File: config.mk
export PLATFORM = sky130hd
export DESIGN_NAME = ex_divider
export DESIGN_NICKNAME = d
export VERILOG_FILES = /design/src/rtl/ex_pkg.sv /design/src/rtl/ex_divider.sv
export SDC_FILE = /design/constraint.sdc
export NUM_CORES = 1
export LEC_CHECK = 0
export ABC_AREA = 0
export BUFFER_PORTS_ARGS = -buffer_cell sky130_fd_sc_hd__buf_2
export CORE_MARGIN = 3
export CORE_UTILIZATION = 30
export CTS_CLUSTER_DIAMETER = 60
export CTS_CLUSTER_SIZE = 28
export DETAILED_ROUTE_END_ITERATION = 12
export RECOVER_POWER = 100
export SYNTH_ARGS = -nofsm -noshare
export SYNTH_HDL_FRONTEND = slang
export SYNTH_SLANG_ARGS = --single-unit
File: constraint.sdc
create_clock -name clk -period 3.9 [get_ports clk]
set_input_delay 0.39 -clock clk [delete_from_list [all_inputs] [get_ports clk]]
set_output_delay 0.39 -clock clk [all_outputs]
set_load 0.02 [all_outputs]
File: src/rtl/ex_pkg.sv
// ============================================================================
// Module   : ex_pkg
// Brief    : Shared constants and types for the execute stage: datapath and
//            control widths, control-bundle bit positions, FSM state type.
// Revision : 1.0 - initial release
// ============================================================================
`default_nettype none

package ex_pkg;

    localparam int XLEN   = 32;
    localparam int CTRL_W = 22;

    // Control-bundle bit positions
    localparam int c_IS_LD   = 0;
    localparam int c_IS_ST   = 1;
    localparam int c_IS_BEQ  = 2;
    localparam int c_IS_BGT  = 3;
    localparam int c_IS_RET  = 4;
    localparam int c_IS_IMM  = 5;
    localparam int c_IS_WB   = 6;
    localparam int c_IS_UBR  = 7;
    localparam int c_IS_CALL = 8;
    localparam int c_ADD     = 9;
    localparam int c_SUB     = 10;
    localparam int c_CMP     = 11;
    localparam int c_MUL     = 12;
    localparam int c_DIV     = 13;
    localparam int c_MOD     = 14;
    localparam int c_LSL     = 15;
    localparam int c_LSR     = 16;
    localparam int c_ASR     = 17;
    localparam int c_OR      = 18;
    localparam int c_AND     = 19;
    localparam int c_NOT     = 20;
    localparam int c_MOV     = 21;

    typedef enum logic [1:0] {
        IDLE = 2'd0,
        DIV  = 2'd1,
        DONE = 2'd2
    } ex_state_t;

endpackage

`default_nettype wire

File: src/rtl/ex_divider.sv
// ============================================================================
// Module   : ex_divider
// Brief    : Iterative restoring signed divider, one quotient bit per cycle.
//            i_start captures the operands; o_busy is high while iterating;
//            o_done stays high from completion until the next i_start.
//            Divide by zero gives quotient all-ones and remainder = dividend;
//            most-negative / -1 gives quotient most-negative, remainder 0.
// Revision : 1.0 - initial release
// ============================================================================
`default_nettype none

module ex_divider
    import ex_pkg::*;
#(
    parameter int DIV_CYCLES = XLEN
)
(
    input  logic            clk,
    input  logic            rst,
    input  logic            i_start,
    input  logic [XLEN-1:0] i_dividend,
    input  logic [XLEN-1:0] i_divisor,
    output logic            o_busy,
    output logic            o_done,
    output logic [XLEN-1:0] o_quotient,
    output logic [XLEN-1:0] o_remainder
);

    localparam int              c_CW   = $clog2(DIV_CYCLES + 1);
    localparam logic [c_CW-1:0] c_LAST = c_CW'(DIV_CYCLES - 1);
    localparam logic [XLEN-1:0] c_MIN  = {1'b1, {(XLEN-1){1'b0}}};

    logic [XLEN-1:0] r_rem, r_quo, r_dvs, r_dividend;
    logic [c_CW-1:0] r_cnt;
    logic            r_busy, r_done, r_neg_q, r_neg_r, r_dz, r_ovf;

    logic [XLEN-1:0] w_abs_a, w_abs_b, w_q_s, w_r_s;
    logic [XLEN:0]   w_rem_sh, w_diff;

    // Operand magnitudes and the trial subtraction of one restoring step
    always_comb begin
        w_abs_a  = i_dividend[XLEN-1] ? (~i_dividend + 1'b1) : i_dividend;
        w_abs_b  = i_divisor[XLEN-1]  ? (~i_divisor  + 1'b1) : i_divisor;
        w_rem_sh = {r_rem, r_quo[XLEN-1]};
        w_diff   = w_rem_sh - {1'b0, r_dvs};
    end

    // Operand capture on start, then one shift/subtract step per cycle
    always_ff @(posedge clk or negedge rst) begin
        if (!rst) begin
            r_rem      <= '0;
            r_quo      <= '0;
            r_dvs      <= '0;
            r_dividend <= '0;
            r_cnt      <= '0;
            r_busy     <= 1'b0;
            r_done     <= 1'b0;
            r_neg_q    <= 1'b0;
            r_neg_r    <= 1'b0;
            r_dz       <= 1'b0;
            r_ovf      <= 1'b0;
        end else if (i_start) begin
            r_rem      <= '0;
            r_quo      <= w_abs_a;
            r_dvs      <= w_abs_b;
            r_dividend <= i_dividend;
            r_cnt      <= '0;
            r_busy     <= 1'b1;
            r_done     <= 1'b0;
            r_neg_q    <= i_dividend[XLEN-1] ^ i_divisor[XLEN-1];
            r_neg_r    <= i_dividend[XLEN-1];
            r_dz       <= (i_divisor == '0);
            r_ovf      <= (i_dividend == c_MIN) && (i_divisor == '1);
        end else if (r_busy) begin
            r_rem <= w_diff[XLEN] ? w_rem_sh[XLEN-1:0] : w_diff[XLEN-1:0];
            r_quo <= {r_quo[XLEN-2:0], ~w_diff[XLEN]};
            r_cnt <= r_cnt + c_CW'(1);
            if (r_cnt == c_LAST) begin
                r_busy <= 1'b0;
                r_done <= 1'b1;
            end
        end
    end

    // Sign restoration and the two special-case overrides
    always_comb begin
        w_q_s = r_neg_q ? (~r_quo + 1'b1) : r_quo;
        w_r_s = r_neg_r ? (~r_rem + 1'b1) : r_rem;
        if (r_dz) begin
            o_quotient  = '1;
            o_remainder = r_dividend;
        end else if (r_ovf) begin
            o_quotient  = c_MIN;
            o_remainder = '0;
        end else begin
            o_quotient  = w_q_s;
            o_remainder = w_r_s;
        end
    end

    assign o_busy = r_busy;
    assign o_done = r_done;

endmodule

`default_nettype wire

==> results of run 1 <==
## layout make-up
class | instances | area (µm²) | share of cell area, %
clock buffers | 19 | 443 | 3.56
clock inverters | 13 | 155 | 1.25
inverters | 65 | 244 | 1.96
multi-input cells | 1005 | 6750 | 54.2
flip-flops and latches | 139 | 3480 | 28.0
well taps | 455 | 569 | 4.57
repair buffers | 153 | 802 | 6.44
## worst max path at each step
| stage | to | slack, ns | cells past startpoint | startpoint |
|---|---|---|---|---|
| after floorplan | o_quotient[29] | 0.68 | 7 | r_quo[20] |
| after global placement | r_rem[27] | 0.38 | 13 | r_quo[31] |
| after detailed placement | r_rem[25] | 0.29 | 13 | r_quo[31] |
| after CTS | o_remainder[31] | 0.02 | 10 | r_rem[10] |
| after global routing | o_remainder[28] | -0.03 | 9 | r_rem[10] |
| final | o_remainder[31] | 0.13 | 10 | r_rem[9] |
## through the flow
step,cell area (µm²),utilization (%)
CTS,12500,35.8
global route,12400,35.6
finish,12400,35.6
floorplan,10800,-
detailed placement,11900,34.0
global placement,11900,34.0
## routing by layer
metal | global-route usage, % | wire length [µm]
met2 | 24.5 | 13400
met1 | 23.4 | 15400
met5 | 0 | 0
met3 | 2.10 | 1450
met4 | 3.70 | 450
## cells in the mapped netlist (3+ instances only)
cell                       number  share of area (%)
sky130_fd_sc_hd__a211oi_1      29                2.0
sky130_fd_sc_hd__a21boi_0       3               0.21
sky130_fd_sc_hd__a21o_1        19                1.3
sky130_fd_sc_hd__a21oi_1       70                3.3
sky130_fd_sc_hd__a31oi_1       11               0.64
sky130_fd_sc_hd__and2_1         3               0.17
sky130_fd_sc_hd__and3_1         6               0.35
sky130_fd_sc_hd__buf_1         11               0.38
sky130_fd_sc_hd__clkbuf_1      52                1.8
sky130_fd_sc_hd__dfrtp_1      139                 32
sky130_fd_sc_hd__ha_1          38                4.4
sky130_fd_sc_hd__inv_1         64                2.2
sky130_fd_sc_hd__mux2_2        38                4.0
sky130_fd_sc_hd__mux2i_1       51                4.7
sky130_fd_sc_hd__nand2_1      120                4.2
sky130_fd_sc_hd__nand2b_1      10               0.58
sky130_fd_sc_hd__nand3_1       21               0.98
sky130_fd_sc_hd__nand3b_1       5               0.35
sky130_fd_sc_hd__nand4_1       16               0.93
sky130_fd_sc_hd__nor2_1        97                3.4
sky130_fd_sc_hd__nor2b_1       14               0.81
sky130_fd_sc_hd__nor3_1        15               0.70
sky130_fd_sc_hd__nor4_1        10               0.58
sky130_fd_sc_hd__o211ai_1       4               0.28
sky130_fd_sc_hd__o21a_1         4               0.28
sky130_fd_sc_hd__o21ai_0      143                6.6
sky130_fd_sc_hd__o21ai_1        8               0.37
sky130_fd_sc_hd__o21bai_1       4               0.28
sky130_fd_sc_hd__o22ai_1       10               0.58
sky130_fd_sc_hd__o31ai_1       32                2.2
sky130_fd_sc_hd__o31ai_2        4               0.46
sky130_fd_sc_hd__o41ai_1       13                1.1
sky130_fd_sc_hd__o41ai_2        5               0.75
sky130_fd_sc_hd__or2_2          5               0.29
sky130_fd_sc_hd__or3_1         12               0.70
sky130_fd_sc_hd__or3_4          4               0.42
sky130_fd_sc_hd__or4_1          9               0.63
sky130_fd_sc_hd__or4_4          6               0.63
sky130_fd_sc_hd__xnor2_1       50                4.1
sky130_fd_sc_hd__xor2_1        94                7.6
## sequential cells by signal, summed over array words and instances (netlist names)
register and cells:
r_dz 1, r_ovf 1, r_neg_q 1, r_dvs 32
r_quo 32, r_dividend 32, r_cnt 6, o_done 1
r_rem 32, o_busy 1
## layout by cell type (no fill, tap or decap), drive strengths merged, types with 11 or more instances in the layout
cell type    n
o41ai       18
a21o        19
or3         16
o31ai       36
mux2i       51
mux2        38
clkbuf      35
o21ai      151
dfrtp      139
xnor2       50
xor2        94
nand4       16
nor4        11
buf        137
nor3        15
or4         15
nor2b       14
nand2      120
ha          38
a211oi      29
a31oi       11
nor2        99
a21oi       70
inv         71
nand3       23
## what timing repair did
item / CTS / global route
setup endpoints to repair: 1 / 7
hold endpoints to repair: 0 / 0
gates resized for setup: 2 / 6
hold buffers: 0 / 0
## where the power goes
part / leakage [nW] / switching [mW] / internal [mW]
logic: 3.76 / 2.48 / 1.70
registers: 1.70 / 0.427 / 1.70
clock network: 0.284 / 0.683 / 0.975
total: 5.74 / 3.59 / 4.38
## critical path, stage by stage (launching register included)
cell and delay, ns:
sky130_fd_sc_hd__dfrtp_2 0.46, sky130_fd_sc_hd__or4_1 0.56, sky130_fd_sc_hd__or3_1 0.36, sky130_fd_sc_hd__or3_4 0.41, sky130_fd_sc_hd__nor2_4 0.12, sky130_fd_sc_hd__nand3_2 0.13, sky130_fd_sc_hd__o31ai_4 0.23, sky130_fd_sc_hd__nand2_1 0.09
sky130_fd_sc_hd__mux2_2 0.29, sky130_fd_sc_hd__o22ai_2 0.14, sky130_fd_sc_hd__buf_4 0.17
## cell families (layout without fill, tap and decap cells)
logic type               after synthesis  in the layout  synth area share (%)
AO/OA/AOI/OAI                        372            372                  21.6
XOR/XNOR                             144            144                  11.7
adder cells (fa/ha/maj)               39             39                  4.60
buffers and inverters                133            250                  4.80
flip-flops                           139            139                  32.3
multiplexers                          89             89                  8.71
AND/OR/NAND/NOR                      361            361                  16.3
==> metrics.txt, run 1 <==
# TYPE chip_impl_metric gauge
chip_impl_info{name="run_status",value="finished with violations"} 1
chip_impl_info{name="failed_checks",value="max-capacitance violations, max-slew violations"} 1
chip_impl_info{name="clock_tree_from_tritoncts",value="built"} 1
chip_impl_metric{name="design.portCount",unit=""} 133
chip_impl_info{name="timing.setup.critical_path_class",value="flop to output port"} 1
chip_impl_info{name="grt_setup_unrepaired",value="yes"} 1
chip_impl_metric{name="drt.antenna.violating_nets",unit=""} 0
chip_impl_metric{name="clock_latency_on_the_worst_skew_pair",unit="ns"} 0.43
chip_impl_info{name="clk_root_buffer_cell",value="sky130_fd_sc_hd__clkbuf_16"} 1
chip_impl_metric{name="power_per_cell_area",unit="mW/mm²"} 641
chip_impl_metric{name="finalSetupTns",unit="ns"} 0
chip_impl_metric{name="cts-buffers-inserted",unit=""} 17
chip_impl_info{name="crit_path_start_kind",value="flop"} 1
chip_impl_metric{name="postSynth.asyncResetShare",unit="%"} 100
chip_impl_metric{name="layout.cells.non_filler",unit=""} 1849
chip_impl_metric{name="finalPower",unit="mW"} 7.97
chip_impl_metric{name="yosys_warning_count",unit=""} 0
chip_impl_info{name="reg2reg_to",value="r_rem[22]"} 1
chip_impl_metric{name="holdWs",unit="ns"} 0.250
chip_impl_metric{name="layout-drive-gt1-share",unit="%"} 16.9
chip_impl_info{name="endpoint_kind",value="output port"} 1
chip_impl_metric{name="synthesized_netlist_cell_count",unit=""} 1277
chip_impl_metric{name="place.gp.congestion",unit=""} 0.854
chip_impl_metric{name="vias_per_cell",unit=""} 5.19
chip_impl_metric{name="routedWlPerCell",unit="µm"} 16.6
chip_impl_metric{name="grt_pass1_wl",unit="mm"} 49.9
chip_impl_info{name="ys_dominant_reg_cell",value="sky130_fd_sc_hd__dfrtp_1"} 1
chip_impl_info{name="worstReg2RegStart",value="r_quo[31]"} 1
chip_impl_metric{name="hold_viol_final",unit=""} 0
chip_impl_metric{name="globalRouteTotalUtil",unit="%"} 15.8
chip_impl_metric{name="die_x",unit="µm"} 196
chip_impl_metric{name="dr.pass1.iters",unit=""} 5
chip_impl_metric{name="h-tree-depth",unit=""} 4
chip_impl_metric{name="die_height",unit="µm"} 196
chip_impl_metric{name="core.rowCount",unit=""} 68
chip_impl_metric{name="synth_area",unit="mm²"} 0.0108
chip_impl_metric{name="timing.final.setup_violations",unit=""} 0
chip_impl_metric{name="r2r_slack",unit="ns"} 0.35
chip_impl_metric{name="synth.lib_cells_used.distinct",unit=""} 63
chip_impl_metric{name="cp_max_fo",unit=""} 6
chip_impl_metric{name="floorplan.die_area",unit="mm²"} 0.0382
chip_impl_info{name="worstHoldStart",value="i_dividend[27]"} 1
chip_impl_metric{name="cts_buffer_depth",unit=""} 2
chip_impl_metric{name="finalWorstSetupSlack",unit="ns"} 0.132
chip_impl_metric{name="io_buffer_count",unit=""} 132
chip_impl_metric{name="detail_route.iter0.violations",unit=""} 579
chip_impl_metric{name="start_util",unit="%"} 30.8
chip_impl_metric{name="hpwlAfterDp",unit="mm"} 23.3
chip_impl_metric{name="finalNetCount",unit=""} 1487
chip_impl_metric{name="grt_start_max_net_pins",unit=""} 108
chip_impl_info{name="hold-path-endpoint",value="r_dividend[27]"} 1
chip_impl_metric{name="fillers",unit=""} 3659
chip_impl_metric{name="post-place-ws",unit="ns"} 0.292
chip_impl_metric{name="vdd.ir_drop.worst",unit="mV"} 0.388
chip_impl_metric{name="max_freq",unit="MHz"} 265
chip_impl_info{name="timing.hold.worst.class",value="primary input to flop"} 1
chip_impl_metric{name="synthesis.nets",unit=""} 1383
chip_impl_metric{name="synth_sequential_area_ratio",unit="%"} 32.3
chip_impl_metric{name="syn_to_final_growth",unit="%"} 15.5
chip_impl_metric{name="design.core.area",unit="mm²"} 0.0350
chip_impl_metric{name="dr_total_vias",unit=""} 9598
chip_impl_metric{name="number_of_cells_in_the_design_after_placement",unit=""} 1817
chip_impl_metric{name="synth_enable_flop_cells",unit=""} 0
chip_impl_metric{name="worst-endpoint-arrival",unit="ns"} 3.38
chip_impl_metric{name="cts_post_setup_buffers_inserted",unit=""} 0
chip_impl_metric{name="finClkSkew",unit="ns"} 0.0143
chip_impl_metric{name="timing.critical_path.required",unit="ns"} 3.51
chip_impl_metric{name="timing.final.crit_share",unit="%"} 96.6
chip_impl_metric{name="period_minus_slack",unit="ns"} 3.77
chip_impl_metric{name="clock-sinks",unit=""} 139
chip_impl_metric{name="timing_worst_slew_pin_value",unit="ns"} 2.91
chip_impl_metric{name="ys_seq_elements",unit=""} 139
chip_impl_metric{name="final_count_of_pins_violating_max_slew",unit=""} 314
chip_impl_metric{name="clkTransAtPathRegs",unit="ns"} 0.07
chip_impl_metric{name="drt-total-wl",unit="mm"} 30.7
chip_impl_metric{name="maxCapViolations",unit=""} 4
chip_impl_metric{name="total_leakage_power",unit="nW"} 5.74
chip_impl_metric{name="antenna_found_initial",unit=""} 0
chip_impl_metric{name="grt_pass1_vias",unit=""} 9241
chip_impl_metric{name="timing.reg2reg.worst_path_depth",unit=""} 13
chip_impl_metric{name="global_route.overflow_total",unit=""} 0
chip_impl_metric{name="syn_avg_cell_area",unit="µm²"} 8.44
chip_impl_metric{name="num_antenna_cells",unit=""} 0
chip_impl_metric{name="whs_path_cells",unit=""} 2
chip_impl_metric{name="timing.slew.headroom",unit="%"} -93.8
chip_impl_metric{name="detail_route.drc_violations",unit=""} 0
No activity file was read; power rests on OpenSTA's default activity.
==> inputs of run 2 (changes only) <==
==> constraint.sdc (replaced) <==
create_clock -name clk -period 3.9 [get_ports clk]
set_input_delay 0.78 -clock clk [delete_from_list [all_inputs] [get_ports clk]]
set_output_delay 0.78 -clock clk [all_outputs]
set_load 0.02 [all_outputs]
==> run 2 against run 1 <==
Against the previous run: sequential share of layout area fell by 0.50 points; maximum frequency fell by 3.9%; non-clock buffer count rose by 9; cell area rose by 1.8%; the flow finishes with violations (max-capacitance violations, max-slew violations, negative setup slack); first-iteration DRC count fell by 3.3%; core utilization rose by 0.64 points; largest cell class unchanged; sequential cell count did not move; critical endpoint unchanged; register-to-register slack got worse by 0.08 ns; wire length fell by 1.8%.
==> metrics.txt, run 2 (synthesis gave the netlist of run 1 again) <==
# TYPE chip_impl_metric gauge
chip_impl_info{name="run_status",value="finished with violations"} 1
chip_impl_info{name="failed_checks",value="max-capacitance violations, max-slew violations, negative setup slack"} 1
chip_impl_metric{name="internal-power",unit="mW"} 4.43
chip_impl_metric{name="design.core.area",unit="mm²"} 0.0350
chip_impl_metric{name="drt-total-wl",unit="mm"} 30.1
chip_impl_metric{name="die_x",unit="µm"} 196
chip_impl_metric{name="routedWlPerCell",unit="µm"} 16.2
chip_impl_metric{name="dr_total_vias",unit=""} 9612
chip_impl_metric{name="worst-endpoint-arrival",unit="ns"} 3.14
chip_impl_metric{name="dr.pass1.iters",unit=""} 5
chip_impl_metric{name="part_of_the_power_in_the_clock_network",unit="%"} 20.0
chip_impl_info{name="grt_setup_unrepaired",value="yes"} 1
chip_impl_metric{name="die_height",unit="µm"} 196
chip_impl_metric{name="detail_route.iter0.violations",unit=""} 560
chip_impl_metric{name="vias_per_cell",unit=""} 5.17
chip_impl_metric{name="h-tree-depth",unit=""} 4
chip_impl_info{name="clk_root_buffer_cell",value="sky130_fd_sc_hd__clkbuf_16"} 1
chip_impl_metric{name="grt_pass1_wl",unit="mm"} 49.7
chip_impl_metric{name="globalRouteTotalUtil",unit="%"} 15.6
chip_impl_info{name="timing.hold.worst.class",value="flop to flop"} 1
chip_impl_metric{name="finalWorstSetupSlack",unit="ns"} -0.0207
chip_impl_metric{name="power.net_switching",unit="mW"} 3.61
chip_impl_metric{name="period_minus_slack",unit="ns"} 3.92
chip_impl_metric{name="timing.final.crit_share",unit="%"} 101
chip_impl_metric{name="timing.critical_path.required",unit="ns"} 3.12
chip_impl_metric{name="antenna_found_initial",unit=""} 0
chip_impl_metric{name="timing.slew.headroom",unit="%"} -98.5
chip_impl_metric{name="max_freq",unit="MHz"} 255
chip_impl_metric{name="hold_viol_final",unit=""} 0
chip_impl_metric{name="global_route.overflow_total",unit=""} 0
chip_impl_metric{name="syn_to_final_growth",unit="%"} 17.6
chip_impl_metric{name="layout.cells.non_filler",unit=""} 1858
chip_impl_metric{name="p_comb_share",unit="%"} 54.2
chip_impl_metric{name="final_count_of_pins_violating_max_slew",unit=""} 274
chip_impl_metric{name="cts_buffer_depth",unit=""} 2
chip_impl_metric{name="timing.final.setup_violations",unit=""} 1
chip_impl_metric{name="finClkSkew",unit="ns"} 0.00817
chip_impl_metric{name="grt_start_max_net_pins",unit=""} 118
chip_impl_metric{name="cp_max_fo",unit=""} 3
chip_impl_metric{name="clock-sinks",unit=""} 139
chip_impl_metric{name="maxCapViolations",unit=""} 3
chip_impl_metric{name="detail_route.drc_violations",unit=""} 0
chip_impl_metric{name="hpwlAfterDp",unit="mm"} 22.9
chip_impl_info{name="most_frequent_cells_in_the_layout",value="138 x sky130_fd_sc_hd__dfrtp_1, 135 x sky130_fd_sc_hd__o21ai_0, 119 x sky130_fd_sc_hd__nand2_1"} 1
chip_impl_metric{name="io_buffer_count",unit=""} 132
chip_impl_metric{name="start_util",unit="%"} 30.8
chip_impl_metric{name="finalNetCount",unit=""} 1496
chip_impl_metric{name="grt_pass1_vias",unit=""} 9208
chip_impl_metric{name="timing_worst_slew_pin_value",unit="ns"} 2.98
chip_impl_metric{name="number_of_cells_in_the_design_after_placement",unit=""} 1819
chip_impl_metric{name="num_antenna_cells",unit=""} 0
chip_impl_info{name="timing.setup.critical_path_class",value="flop to output port"} 1
chip_impl_metric{name="cts-buffers-inserted",unit=""} 17
chip_impl_metric{name="floorplan.die_area",unit="mm²"} 0.0382
chip_impl_metric{name="place.gp.congestion",unit=""} 0.832
chip_impl_metric{name="layout-drive-gt1-share",unit="%"} 18.7
chip_impl_info{name="crit_path_start_kind",value="flop"} 1
chip_impl_metric{name="sequentialPowerShare",unit="%"} 25.8
chip_impl_metric{name="drt.antenna.violating_nets",unit=""} 0
chip_impl_metric{name="design.portCount",unit=""} 133
chip_impl_metric{name="holdWs",unit="ns"} 0.509
chip_impl_metric{name="post-place-ws",unit="ns"} 0.161
chip_impl_metric{name="finalSetupTns",unit="ns"} -0.0207
chip_impl_metric{name="fillers",unit=""} 3556
chip_impl_info{name="endpoint_kind",value="output port"} 1
chip_impl_metric{name="final_core_utilization",unit="%"} 36.2
chip_impl_info{name="layout_commonest_cell",value="sky130_fd_sc_hd__dfrtp_1"} 1
chip_impl_metric{name="vdd.ir_drop.worst",unit="mV"} 0.337
chip_impl_metric{name="switching_share",unit="%"} 44.9
chip_impl_metric{name="total_leakage_power",unit="nW"} 5.80
chip_impl_metric{name="clock_latency_on_the_worst_skew_pair",unit="ns"} 0.42
chip_impl_metric{name="core.rowCount",unit=""} 68
chip_impl_metric{name="power_per_cell_area",unit="mW/mm²"} 635
chip_impl_info{name="clock_tree_from_tritoncts",value="built"} 1
chip_impl_metric{name="clkTransAtPathRegs",unit="ns"} 0.06
chip_impl_metric{name="ctsHoldBuffers",unit=""} 0
==> run 2: path summary, 6_finish.rpt <==
path / endpoint / cells after the start / from / slack, ns
max in group asynchronous: r_quo[9] / 1 / rst / 0.67
worst min-delay path: r_dividend[1] / 1 / r_dividend[1] / 0.51
worst min register to register: r_dividend[1] / 1 / r_dividend[1] / 0.51
min in group asynchronous: r_dividend[26] / 1 / rst / 1.32
worst max-delay path: o_remainder[31] / 10 / r_rem[7] / -0.02
worst max register to register: r_quo[1] / 4 / o_busy / 0.27
==> run 2: layout make-up <==
class	count	area, µm²	share of cell area (%)
well taps	455	569	4.49
repair buffers	162	882	6.96
multi-input cells	1005	6920	54.6
clock inverters	14	148	1.17
inverters	65	244	1.93
flip-flops and latches	139	3480	27.5
clock buffers	18	429	3.39
==> run 2: what timing repair did <==
item,4_1_cts,5_1_grt
setup endpoints to repair,15,21
setup buffers,5,2
pin swaps,6,9
gates resized for setup,29,24
==> run 2: metrics by stage <==
step	total power, mW	instance area (µm²)
floorplan	4.99	10800
global placement	6.21	11900
detailed placement	6.26	11900
CTS	8.04	12700
global route	8.60	12700
finish	8.04	12700
==> run 2: worst max-delay path, stage by stage, from the launching register on <==
cell	delay, ns
sky130_fd_sc_hd__dfrtp_1	0.37
sky130_fd_sc_hd__or4_4	0.55
sky130_fd_sc_hd__or3_4	0.35
sky130_fd_sc_hd__or3_4	0.36
sky130_fd_sc_hd__nor2_4	0.15
sky130_fd_sc_hd__nand3_4	0.11
sky130_fd_sc_hd__o31ai_4	0.22
sky130_fd_sc_hd__nand2_1	0.08
sky130_fd_sc_hd__mux2_4	0.29
sky130_fd_sc_hd__o22ai_4	0.12
sky130_fd_sc_hd__buf_6	0.14
==> run 2: power by group through the flow <==
stage               Combinational, mW  Sequential (mW)  Clock (mW)
floorplan                        3.01             1.98           0
global placement                 4.15             2.06           0
detailed placement               4.19             2.07           0
CTS                              4.34             2.06        1.65
global route                     4.77             2.13        1.71
finish                           4.36             2.07        1.61
==> run 2: metal layers <==
| layer | wire (µm) | track usage (%) | up-vias | part of all wire, % |
|---|---|---|---|---|
| met5 | 0 | 0 | - | 0 |
| met2 | 13100 | 23.7 | 241 | 44 |
| met3 | 1610 | 2.43 | 27 | 5.3 |
| met4 | 478 | 4.22 | 0 | 1.6 |
| met1 | 14900 | 23.1 | 4537 | 49 |
| li1 | - | - | 4807 | - |
==> inputs of run 3 (changes only) <==
--- a/config.mk
+++ b/config.mk
@@ -12,7 +12,10 @@
 export CTS_CLUSTER_DIAMETER = 60
 export CTS_CLUSTER_SIZE = 28
 export DETAILED_ROUTE_END_ITERATION = 12
+export HOLD_SLACK_MARGIN = 0.1
+export MAX_ROUTING_LAYER = met4
 export RECOVER_POWER = 100
+export SLEW_MARGIN = 20
 export SYNTH_ARGS = -nofsm -noshare
 export SYNTH_HDL_FRONTEND = slang
 export SYNTH_SLANG_ARGS = --single-unit
==> run 3 against run 2 <==
Against the previous run: the flow still finishes with violations (max-capacitance violations, max-slew violations, negative setup slack); largest cell class unchanged; critical path depth is the same; total power rose by 0.73%; register-to-register slack gained 0.12 ns; sequential power barely moved; sequential cell count unchanged; final cell count did not move; sequential share of layout area fell by 0.19 points; worst setup slack got worse by 0.024 ns; largest power group unchanged.
==> metrics.txt, run 3 (synthesis gave the netlist of run 1 again) <==
# TYPE chip_impl_metric gauge
chip_impl_info{name="run_status",value="finished with violations"} 1
chip_impl_info{name="failed_checks",value="max-capacitance violations, max-slew violations, negative setup slack"} 1
chip_impl_metric{name="vdd.ir_drop.worst",unit="mV"} 0.309
chip_impl_metric{name="clock_latency_on_the_worst_skew_pair",unit="ns"} 0.42
chip_impl_metric{name="timing.reg2reg.worst_path_depth",unit=""} 4
chip_impl_metric{name="hold_viol_final",unit=""} 0
chip_impl_metric{name="timing.final.setup_violations",unit=""} 3
chip_impl_info{name="clock_tree_from_tritoncts",value="built"} 1
chip_impl_info{name="clk_root_buffer_cell",value="sky130_fd_sc_hd__clkbuf_16"} 1
chip_impl_metric{name="crit_path_depth",unit=""} 10
chip_impl_info{name="timing.setup.critical_path_class",value="flop to output port"} 1
chip_impl_metric{name="start_util",unit="%"} 30.8
chip_impl_metric{name="num_antenna_cells",unit=""} 0
chip_impl_info{name="top_layer_used",value="met4"} 1
chip_impl_metric{name="hpwlAfterDp",unit="mm"} 22.9
chip_impl_metric{name="timing.critical_path.required",unit="ns"} 3.12
chip_impl_metric{name="antenna_found_initial",unit=""} 0
chip_impl_metric{name="timing.final.crit_share",unit="%"} 101
chip_impl_metric{name="cts-buffers-inserted",unit=""} 17
chip_impl_metric{name="final_count_of_pins_violating_max_slew",unit=""} 169
chip_impl_metric{name="floorplan.die_area",unit="mm²"} 0.0382
chip_impl_metric{name="routedLengthMet1",unit="mm"} 15.0
chip_impl_metric{name="clock-sinks",unit=""} 139
chip_impl_info{name="timing.hold.worst.class",value="flop to flop"} 1
chip_impl_metric{name="place.gp.congestion",unit=""} 0.860
chip_impl_metric{name="finalPower",unit="mW"} 8.10
chip_impl_metric{name="routedWlPerCell",unit="µm"} 16.2
chip_impl_metric{name="dr.pass1.iters",unit=""} 5
chip_impl_metric{name="timing_worst_slew_pin_value",unit="ns"} 2.27
chip_impl_metric{name="detailroute.wirelength.met2",unit="mm"} 13.2
chip_impl_info{name="critPathLaunch",value="r_rem[8]"} 1
chip_impl_metric{name="maxCapViolations",unit=""} 2
chip_impl_metric{name="detail_route.drc_violations",unit=""} 0
chip_impl_metric{name="layout-drive-gt1-share",unit="%"} 20.5
chip_impl_metric{name="grt_start_max_net_pins",unit=""} 94
chip_impl_metric{name="core.rowCount",unit=""} 68
chip_impl_metric{name="timing.slew.headroom",unit="%"} -51.2
chip_impl_metric{name="dr_total_vias",unit=""} 9614
chip_impl_metric{name="max_freq",unit="MHz"} 254
chip_impl_info{name="critPathSlowestCell",value="sky130_fd_sc_hd__or4_4"} 1
chip_impl_metric{name="r2r_slack",unit="ns"} 0.39
chip_impl_info{name="critical_path.cell_chain",value="or4_4 > or3_4 > or3_4 > nor2_4 > nand3_4 > o31ai_4 > nand2_1 > mux2_4 > o22ai_4 > buf_6"} 1
chip_impl_metric{name="detail_route.iter0.violations",unit=""} 652
chip_impl_metric{name="power_per_cell_area",unit="mW/mm²"} 635
chip_impl_metric{name="h-tree-depth",unit=""} 4
chip_impl_metric{name="die_height",unit="µm"} 196
chip_impl_metric{name="critical-path-max-stage-delay",unit="ns"} 0.53
chip_impl_metric{name="period_minus_slack",unit="ns"} 3.94
chip_impl_info{name="endpoint_kind",value="output port"} 1
chip_impl_metric{name="met3_length",unit="mm"} 1.26
chip_impl_info{name="most_frequent_cells_in_the_layout",value="138 x sky130_fd_sc_hd__dfrtp_1, 130 x sky130_fd_sc_hd__o21ai_0, 119 x sky130_fd_sc_hd__nand2_1, 119 x sky130_fd_sc_hd__buf_2, 96 x sky130_fd_sc_hd__nor2_1"} 1
chip_impl_metric{name="drt.antenna.violating_nets",unit=""} 0
chip_impl_info{name="crit_path_start_kind",value="flop"} 1
chip_impl_info{name="critical_path.most_common_cell",value="sky130_fd_sc_hd__or3_4"} 1
chip_impl_info{name="grt_setup_unrepaired",value="yes"} 1
chip_impl_metric{name="syn_to_final_growth",unit="%"} 18.4
chip_impl_metric{name="cp_num_buf_inv",unit=""} 1
chip_impl_metric{name="grt_pass1_vias",unit=""} 9330
chip_impl_metric{name="cp_max_fo",unit=""} 4
chip_impl_info{name="reg2reg_to",value="r_quo[13]"} 1
chip_impl_metric{name="vias_per_cell",unit=""} 5.17
chip_impl_metric{name="finalNetCount",unit=""} 1496
chip_impl_metric{name="fillers",unit=""} 3588
chip_impl_metric{name="total_leakage_power",unit="nW"} 5.88
chip_impl_metric{name="design.core.area",unit="mm²"} 0.0350
chip_impl_info{name="layout_commonest_cell",value="sky130_fd_sc_hd__dfrtp_1"} 1
chip_impl_metric{name="design.portCount",unit=""} 133
chip_impl_metric{name="io_buffer_count",unit=""} 132
chip_impl_metric{name="ctsHoldBuffers",unit=""} 0
chip_impl_metric{name="cts_buffer_depth",unit=""} 2
chip_impl_info{name="worstReg2RegStart",value="o_busy"} 1
chip_impl_metric{name="grt_pass1_wl",unit="mm"} 49.3
chip_impl_metric{name="finClkSkew",unit="ns"} 0.00927
chip_impl_metric{name="drt-total-wl",unit="mm"} 30.0
chip_impl_metric{name="globalRouteTotalUtil",unit="%"} 16.0
chip_impl_info{name="crit_end",value="o_remainder[31]"} 1
chip_impl_metric{name="global_route.overflow_total",unit=""} 0
chip_impl_metric{name="die_x",unit="µm"} 196
chip_impl_metric{name="clkTransAtPathRegs",unit="ns"} 0.06
chip_impl_info{name="critical-path-top-delay-family",value="simple AND/OR/NAND/NOR gates"} 1
chip_impl_metric{name="finalWorstSetupSlack",unit="ns"} -0.0447
chip_impl_metric{name="finalSetupTns",unit="ns"} -0.0861
chip_impl_metric{name="worst-endpoint-arrival",unit="ns"} 3.16
==> run 3: cell types whose count changed in the layout (fill, tap and decap cells not counted), moves of 2 or more <==
cell / previous run / this run
sky130_fd_sc_hd__clkbuf_1: 22 / 3
sky130_fd_sc_hd__buf_2: 105 / 119
sky130_fd_sc_hd__o21ai_0: 135 / 130
sky130_fd_sc_hd__o21ai_1: 11 / 16
sky130_fd_sc_hd__buf_4: 28 / 31
sky130_fd_sc_hd__clkbuf_8: 0 / 2
sky130_fd_sc_hd__clkinv_4: 3 / 1
sky130_fd_sc_hd__nand3_1: 20 / 18
sky130_fd_sc_hd__nand3_2: 2 / 4
sky130_fd_sc_hd__o31ai_1: 28 / 26
==> run 3: through the flow <==
stage / instance area [µm²] / utilization, % / hold slack [ns] / std cells / setup WS, ns
floorplan: 10800 / - / 0.481 / 1277 / 0.290
global placement: 11900 / 34.1 / 0.489 / 1818 / 0.206
detailed placement: 11900 / 34.1 / 0.498 / 1818 / 0.212
CTS: 12700 / 36.2 / 0.475 / 1856 / -0.121
global route: 12800 / 36.5 / 0.526 / 1858 / -0.146
finish: 12800 / 36.5 / 0.515 / 1858 / -0.0447
==> run 3: worst min-delay path by stage <==
stage,startpoint,endpoint,slack (ns),cells after the start
after floorplan,rst,o_busy,0.48,0
after global placement,r_dividend[16],r_dividend[16],0.49,1
after detailed placement,r_dividend[28],r_dividend[28],0.50,1
after CTS,rst,r_dividend[27],0.47,1
after global routing,r_dividend[30],r_dividend[30],0.53,1
final,r_dividend[1],r_dividend[1],0.51,1
==> run 3: cell type report <==
class                      count  area, µm²  share of cell area [%]
multi-input combinational   1005       6970                    54.7
sequential                   139       3480                    27.3
timing repair buffer         162        918                    7.20
tap                          455        569                    4.46
clock buffer                  19        453                    3.55
inverter                      65        244                    1.91
clock inverter                13        118                   0.922
==> run 3: report_power, final <==
part,internal (mW),switching (mW)
combinational,1.85,2.59
sequential,1.70,0.382
clock,0.915,0.663
==> run 3: what timing repair did <==
item | in CTS | in global routing
endpoints found under the setup margin | 12 | 22
resized for setup | 27 | 39
endpoints found under the hold margin | 0 | 0
buffers inserted | 6 | 2
pin swaps | 7 | 12
cloned | 0 | 0
==> run 3: layer usage <==
layer | GRT usage (%) | vias to the layer above
met3 | 1.93 | 38
met5 | - | -
met2 | 23.6 | 224
li1 | - | 4798
met4 | 4.46 | 0
met1 | 23.0 | 4554
